<file path="config.mk">
export PLATFORM = sky130hd
export DESIGN_NAME = spi_cmd_master
export DESIGN_NICKNAME = d
export VERILOG_FILES = /design/src/rtl/spi_cmd_master.sv
export SDC_FILE = /design/constraint.sdc
export NUM_CORES = 1
export LEC_CHECK = 0
export CORE_ASPECT_RATIO = 1.2
export CORE_MARGIN = 1
export CORE_UTILIZATION = 49
export DETAILED_ROUTE_END_ITERATION = 16
export GPL_TIMING_DRIVEN = 0
export PLACE_DENSITY = 0.76
export SETUP_SLACK_MARGIN = 0.02
export SYNTH_ARGS = -nofsm -noshare
export SYNTH_HDL_FRONTEND = slang
export SYNTH_SLANG_ARGS = --single-unit
</file>
<file path="constraint.sdc">
create_clock -name clk -period 2.3 [get_ports clk]
set_input_delay 0.23 -clock clk [delete_from_list [all_inputs] [get_ports clk]]
set_output_delay 0.23 -clock clk [all_outputs]
set_load 0.03 [all_outputs]
</file>
<file path="src/rtl/spi_cmd_master.sv">
// spi_cmd_master: SPI master that sends a CMD_W-bit command MSB first, then
// optionally reads rd_count words of RD_W bits in the same chip-select window.
// Optional build macro SPI_CMD_MASTER_MODE3_EN selects CPOL=1/CPHA=1. When the
// macro is undefined the block runs in mode 0 (CPOL=0/CPHA=0).
// Ports:
//   clk, reset          system clock, synchronous active-low reset
//   start               transaction request, sampled only while busy=0
//   cmd_data, rd_count  command frame and read word count, latched on accept
//   data_out, rd_valid  last received word and its one-cycle update strobe
//   busy, done          transaction in progress / one-cycle end pulse
//   spi_cs_n, spi_sclk, spi_mosi, spi_miso   SPI pins (miso synchronous to clk)
module spi_cmd_master #(
   parameter int unsigned CMD_W  = 32,
   parameter int unsigned RD_W   = 8,
   parameter int unsigned CNT_W  = 8,
   parameter int unsigned DIV    = 2,
   parameter int unsigned CS_GAP = 2
) (
   input  logic             clk,
   input  logic             reset,
   input  logic             start,
   input  logic [CMD_W-1:0] cmd_data,
   input  logic [CNT_W-1:0] rd_count,
   output logic [RD_W-1:0]  data_out,
   output logic             rd_valid,
   output logic             busy,
   output logic             done,
   output logic             spi_cs_n,
   output logic             spi_sclk,
   output logic             spi_mosi,
   input  logic             spi_miso
);

`ifdef SPI_CMD_MASTER_MODE3_EN
   localparam bit   MODE3     = 1'b1;
   localparam logic SCLK_IDLE = 1'b1;
`else
   localparam bit   MODE3     = 1'b0;
   localparam logic SCLK_IDLE = 1'b0;
`endif

   localparam int unsigned BIT_MAX = (CMD_W > RD_W) ? CMD_W : RD_W;
   localparam int unsigned BIT_W   = $clog2(BIT_MAX) + 1;
   localparam int unsigned DIV_W   = $clog2(DIV) + 1;
   localparam int unsigned GAP_W   = $clog2(CS_GAP) + 1;

   localparam logic [DIV_W-1:0] DIV_LOAD = DIV_W'(DIV - 1);
   localparam logic [GAP_W-1:0] GAP_LOAD = GAP_W'(CS_GAP - 1);
   localparam logic [BIT_W-1:0] CMD_LOAD = BIT_W'(CMD_W - 1);
   localparam logic [BIT_W-1:0] RD_LOAD  = BIT_W'(RD_W - 1);

   typedef enum logic [2:0] {
      ST_IDLE, ST_SETUP, ST_SEND, ST_RECV, ST_HOLD, ST_GAP
   } state_t;

   state_t             state_q, state_d;
   logic [DIV_W-1:0]   div_q, div_d;
   logic               half_q, half_d;
   logic [BIT_W-1:0]   bit_q, bit_d;
   logic [CNT_W-1:0]   word_q, word_d;
   logic [CNT_W-1:0]   rdn_q, rdn_d;
   logic [GAP_W-1:0]   gap_q, gap_d;
   logic [CMD_W-1:0]   cmd_q, cmd_d;
   logic [RD_W-1:0]    shreg_q, shreg_d;
   logic               pend_q, pend_d;
   logic [RD_W-1:0]    data_out_q, data_out_d;
   logic               rd_valid_q, rd_valid_d;
   logic               busy_q, busy_d;
   logic               done_q, done_d;
   logic               cs_n_q, cs_n_d;
   logic               sclk_q, sclk_d;
   logic               mosi_q, mosi_d;

   logic in_bits_c, div_last_c, lead_c, trail_c, sample_c, drive_c;

   // Bit-phase edges: leading edge enters the active sclk level, trailing edge ends the bit
   assign in_bits_c  = (state_q == ST_SEND) || (state_q == ST_RECV);
   assign div_last_c = (div_q == '0);
   assign lead_c     = in_bits_c && div_last_c && !half_q;
   assign trail_c    = in_bits_c && div_last_c && half_q;
   assign sample_c   = MODE3 ? trail_c : lead_c;
   assign drive_c    = MODE3 ? lead_c  : trail_c;

   // Next-state and registered-output logic
   always_comb begin
      state_d    = state_q;
      div_d      = div_q;
      half_d     = half_q;
      bit_d      = bit_q;
      word_d     = word_q;
      rdn_d      = rdn_q;
      gap_d      = gap_q;
      cmd_d      = cmd_q;
      shreg_d    = shreg_q;
      pend_d     = 1'b0;
      data_out_d = data_out_q;
      rd_valid_d = 1'b0;
      busy_d     = busy_q;
      done_d     = 1'b0;
      cs_n_d     = cs_n_q;
      sclk_d     = sclk_q;
      mosi_d     = mosi_q;

      // A completed word is published one cycle after its last sample
      if (pend_q) begin
         data_out_d = shreg_q;
         rd_valid_d = 1'b1;
      end

      if (sample_c && (state_q == ST_RECV)) begin
         shreg_d = RD_W'({shreg_q, spi_miso});
         pend_d  = (bit_q == '0);
      end

      // Mode 0 drives the next bit at the end of a bit; mode 3 drives the current bit mid-bit
      if (drive_c) begin
         if ((state_q == ST_SEND) && (MODE3 || (bit_q != '0))) begin
            mosi_d = cmd_q[CMD_W-1];
            cmd_d  = cmd_q << 1;
         end else begin
            mosi_d = 1'b0;
         end
      end

      case (state_q)
         ST_IDLE: begin
            if (start && !busy_q) begin
               state_d = ST_SETUP;
               rdn_d   = rd_count;
               div_d   = DIV_LOAD;
               half_d  = 1'b0;
               cs_n_d  = 1'b0;
               busy_d  = 1'b1;
               sclk_d  = SCLK_IDLE;
               if (MODE3) begin
                  cmd_d  = cmd_data;
                  mosi_d = 1'b0;
               end else begin
                  cmd_d  = cmd_data << 1;
                  mosi_d = cmd_data[CMD_W-1];
               end
            end
         end
         ST_SETUP: begin
            if (div_last_c) begin
               state_d = ST_SEND;
               div_d   = DIV_LOAD;
               half_d  = 1'b0;
               bit_d   = CMD_LOAD;
            end else begin
               div_d = div_q - 1'b1;
            end
         end
         ST_SEND, ST_RECV: begin
            if (!div_last_c) begin
               div_d = div_q - 1'b1;
            end else begin
               div_d  = DIV_LOAD;
               half_d = ~half_q;
               sclk_d = half_q ? SCLK_IDLE : ~SCLK_IDLE;
               if (half_q) begin
                  // End of bit: advance bit/word counters or change phase
                  if (bit_q != '0) begin
                     bit_d = bit_q - 1'b1;
                  end else if ((state_q == ST_SEND) && (rdn_q != '0)) begin
                     state_d = ST_RECV;
                     bit_d   = RD_LOAD;
                     word_d  = rdn_q - 1'b1;
                  end else if ((state_q == ST_RECV) && (word_q != '0)) begin
                     bit_d  = RD_LOAD;
                     word_d = word_q - 1'b1;
                  end else begin
                     state_d = ST_HOLD;
                  end
               end
            end
         end
         ST_HOLD: begin
            if (div_last_c) begin
               state_d = ST_GAP;
               cs_n_d  = 1'b1;
               mosi_d  = 1'b0;
               gap_d   = GAP_LOAD;
               done_d  = (CS_GAP == 1);
            end else begin
               div_d = div_q - 1'b1;
            end
         end
         ST_GAP: begin
            if (gap_q == '0) begin
               state_d = ST_IDLE;
               busy_d  = 1'b0;
            end else begin
               gap_d  = gap_q - 1'b1;
               done_d = (gap_q == GAP_W'(1));
            end
         end
         default: state_d = ST_IDLE;
      endcase
   end

   // State and output registers
   always_ff @(posedge clk) begin
      if (!reset) begin
         state_q    <= ST_IDLE;
         div_q      <= '0;
         half_q     <= 1'b0;
         bit_q      <= '0;
         word_q     <= '0;
         rdn_q      <= '0;
         gap_q      <= '0;
         cmd_q      <= '0;
         shreg_q    <= '0;
         pend_q     <= 1'b0;
         data_out_q <= '0;
         rd_valid_q <= 1'b0;
         busy_q     <= 1'b0;
         done_q     <= 1'b0;
         cs_n_q     <= 1'b1;
         sclk_q     <= SCLK_IDLE;
         mosi_q     <= 1'b0;
      end else begin
         state_q    <= state_d;
         div_q      <= div_d;
         half_q     <= half_d;
         bit_q      <= bit_d;
         word_q     <= word_d;
         rdn_q      <= rdn_d;
         gap_q      <= gap_d;
         cmd_q      <= cmd_d;
         shreg_q    <= shreg_d;
         pend_q     <= pend_d;
         data_out_q <= data_out_d;
         rd_valid_q <= rd_valid_d;
         busy_q     <= busy_d;
         done_q     <= done_d;
         cs_n_q     <= cs_n_d;
         sclk_q     <= sclk_d;
         mosi_q     <= mosi_d;
      end
   end

   assign data_out = data_out_q;
   assign rd_valid = rd_valid_q;
   assign busy     = busy_q;
   assign done     = done_q;
   assign spi_cs_n = cs_n_q;
   assign spi_sclk = sclk_q;
   assign spi_mosi = mosi_q;

endmodule

</file>
==> impl_metrics.tcl <==
set metrics [dict create \
    cts_max_level 3 \
    rsz0062_at_grt "yes" \
    route.detailed.drc 0 \
    routed_via_density 5.78 \
    die_area_mm2 0.00872 \
    netSwitchingPower_uw 2010 \
    area_delta_synth_final_pct 26.7 \
    critical_path_class "reg2reg" \
    placeableCoreArea_mm2 0.00811 \
    setup_viol 3 \
    endpoint_kind "flop" \
    fin_worst_skew_ps 10.7 \
    root_buffer "clkbuf_8" \
    tightestPinTransition_ps 892 \
    p_clk_share_pct 20.4 \
    drt-initial-drc-count 226 \
    grt_max_degree 17 \
    synth_xor_area_share_pct 0.643 \
    yosysUniqueCellTypes 59 \
    critPathSlowestCell "or3_4" \
    holdPathEnd "rdn_q[3]$_SDFFE_PN0P_" \
    synth_edf_count 0 \
    hold_violations 0 \
    internal-power_uw 2960 \
    synth_compound_area_share_pct 18.7 \
    layout_min_cycle_time_ps 2360 \
    share_comb_of_total_power_pct 40.5 \
    slowest_delay_ps 410 \
    whs_path_depth 3 \
    drv_cap 0 \
    p_seq_share_pct 39.1 \
    worstReg2RegEnd "word_q[2]$_SDFFE_PN0P_" \
    grt_pass1_wl_mm 16.8 \
    fp-row-count 36 \
    antenna_cells 0 \
    clock_latency_ps 380 \
    cp_max_fo 5 \
    firstDrtPassIters 4 \
    start_util_pct 50.4 \
    synth_nets 528 \
    final_net_count 609 \
    finalPower_uw 4970 \
    seq_area_frac_synth_pct 41.6 \
    ant_nets 0 \
    antenna_found_initial 0 \
    postCtsHoldBufs 0 \
    hpwl_mm 6.95 \
    sw_frac_of_total_pct 40.5 \
    ios 58 \
    reg2reg_from "rdn_q[5]$_SDFFE_PN0P_" \
    outcome "finished with violations" \
    synth-simple-area-share_pct 21.4 \
    yosys.area.top_type "dfxtp_1" \
    fmax_mhz 424 \
    gp_congestion 0.867 \
    globalRouteTotalUtil_pct 24.2 \
    timing.hold.ws_ps 383 \
    ys_async_sr_fraction_pct 0 \
    ys_ff_latch 85 \
    wl_per_cell_um 15.2 \
    synth_fa_ha_area_share_pct 2.14 \
    slew_viol_final 0 \
    pwr_density_cell_mw_per_mm2 960 \
    syn-cell-area_mm2 0.00409 \
    cts_inserted_buffers 9 \
    ff2ff_path_depth 10 \
    hold_start "rd_count[3]" \
    synth.avg_cell_area_um2 8.57 \
    synth.area.top_cells "dfxtp_1 42%, mux2i_1 11%, a211oi_1 7.0%, nor2_1 6.6%, nand2_1 4.2%" \
    grt_pass1_vias 3677 \
    numPortBuffers 57 \
    setup_ws_ps -60.9 \
    placement.cell_area_mm2 0.00479 \
    postRouteWirelength_mm 10.0 \
    yosysWarnings 0 \
    cp_cell_sequence "or3_4, o31ai_4, mux2i_1, ha_2, buf_4, buf_6, nand2b_4, o211ai_1, nand2_1, a21oi_2" \
    violations "negative setup slack" \
    muxShareOfSynthArea_pct 11.4 \
    die_w_um 85.4 \
    final_area_mm2 0.00518 \
    p_leak_uw 0.00181 \
    worstHoldPathType "in2reg" \
    die_h_um 102 \
    overflow 0 \
    synth_ff_type "dfxtp_1" \
    fin_cells 658 \
    synth_top_family_by_area "simple AND/OR/NAND/NOR gates" \
    finalCritPeriodShare_pct 103 \
    peakVddDrop_mv 0.523 \
    netlist_instances 477 \
    clock_path_buffers 2 \
    synth_top_area_share_pct 41.6 \
    dp_worst_setup_slack_ps -356 \
    drive_above_1_share_pct 12.8 \
    crit_arrival_ps 2670 \
    clock_sinks 85 \
    r2r_slack_ps -60 \
    dpl.cell_count 629 \
    vias 3806 \
    required_ps 2610 \
    cts_tree "done" \
    cp-start-kind "flop" \
    clkTransAtPathRegs_ps 90 \
    relSlewSlack_pct 40.0 \
]
[final cells by class]
cell class | instances | area [um2]
Timing Repair Buffer | 72 | 687
Clock inverter | 7 | 58.8
Buffer | 30 | 131
Inverter | 9 | 33.8
Tap cell | 95 | 119
Multi-Input combinational cell | 351 | 2310
Fill cell | 665 | 2930
Clock buffer | 9 | 124
Sequential cell | 85 | 1710
[repair_timing]
item	CTS	global route
resized for setup	12	19
pin swaps	8	8
endpoints found under the hold margin	0	0
setup endpoints to repair	35	20
buffers inserted	12	3
[worst max-delay path by stage]
stage	startpoint	endpoint	slack, ps	depth (start not counted)
final	rdn_q[5]$_SDFFE_PN0P_	word_q[2]$_SDFFE_PN0P_	-60	10
after global routing	rdn_q[5]$_SDFFE_PN0P_	word_q[2]$_SDFFE_PN0P_	-150	10
after CTS	rdn_q[3]$_SDFFE_PN0P_	word_q[6]$_SDFFE_PN0P_	-60	10
after detailed placement	rdn_q[5]$_SDFFE_PN0P_	word_q[6]$_SDFFE_PN0P_	-360	10
after global placement	rdn_q[5]$_SDFFE_PN0P_	word_q[6]$_SDFFE_PN0P_	-290	10
after floorplan	rdn_q[5]$_SDFFE_PN0P_	word_q[6]$_SDFFE_PN0P_	-50	10
[power groups by stage]
stage	clock network (uW)	logic, uW	registers, uW
global placement	0	1750	1970
finish	1010	2010	1950
detailed placement	0	1790	1970
floorplan	0	1340	1950
global route	1080	2220	1980
CTS	1020	1910	1940
[cells by family after synthesis]
| kind of cell | after synthesis |
|---|---|
| and+or+nand+nor | 185 |
| AOI/OAI and AO/OA | 110 |
| DFF | 85 |
| muxes | 46 |
| buffers and inverters | 41 |
| adders and majority gates | 7 |
| xor gates and xnor gates | 3 |
[layout by cell type, fill, tap and decap left out, drive strengths merged, types with 4 or more instances in the layout]
master,n
nand3,18
nand2,46
a211oi,39
nor3b,4
buf,24
clkdlybuf4s50,57
o21ai,15
ha,7
clkinvlp,4
a22oi,4
nor2,72
or4,4
nor2b,4
dfxtp,85
inv,11
clkbuf,30
nand4,4
mux2i,44
a21oi,28
a31oi,5
nor3,14
[flip-flops by register name, indices dropped and copies added (netlist names), 2 cells and up]
name / flops
word_q: 8
cmd_q: 32
bit_q: 6
rdn_q: 8
shreg_q: 8
state_q: 3
gap_q: 2
div_q: 2
data_out: 8
[per-layer routing]
layer / track usage, % / up-vias / part of all wire [%]
met3: 4.44 / 20 / 4.6
met2: 41.4 / 105 / 49
met5: 0 / - / 0
li1: - / 1873 / -
met4: 12.6 / 0 / 2.4
met1: 29.2 / 1808 / 44
[worst max-delay path, delay by kind of cell, from the launching register on]
family	cells	cell delay [ps]
adder cells (fa/ha/maj)	1	260
flip-flops	1	370
multiplexers	1	280
AND/OR/NAND/NOR	3	560
AO/OA/AOI/OAI	3	600
buffers and inverters	2	220
[through the flow]
stage | TNS, ps | util, %
floorplan | -47.6 | -
global placement | -3940 | 59.1
detailed placement | -3070 | 59.1
CTS | -78.1 | 63.1
global route | -498 | 63.9
finish | -125 | 63.9
[synth_stat cells (all sizes together) (2+ instances only)]
library cell and n:
nand4 4, nand2 46, mux2i 44, nor2b 4, a2111oi 2, dfxtp 85, a21o 3, a311oi 3
or3 3, nor3b 4, xnor2 2, a21oi 28, nor2 72, nor3 14, o31ai 2, nand2b 2
a211oi 39, clkbuf 23, nand3 18, and2 3, mux2 2, a31oi 5, inv 8, buf 9
o21ai 15, or4 4, nor4 3, and3 3, ha 7, a22oi 4
Power figures use the tool's default switching activity.
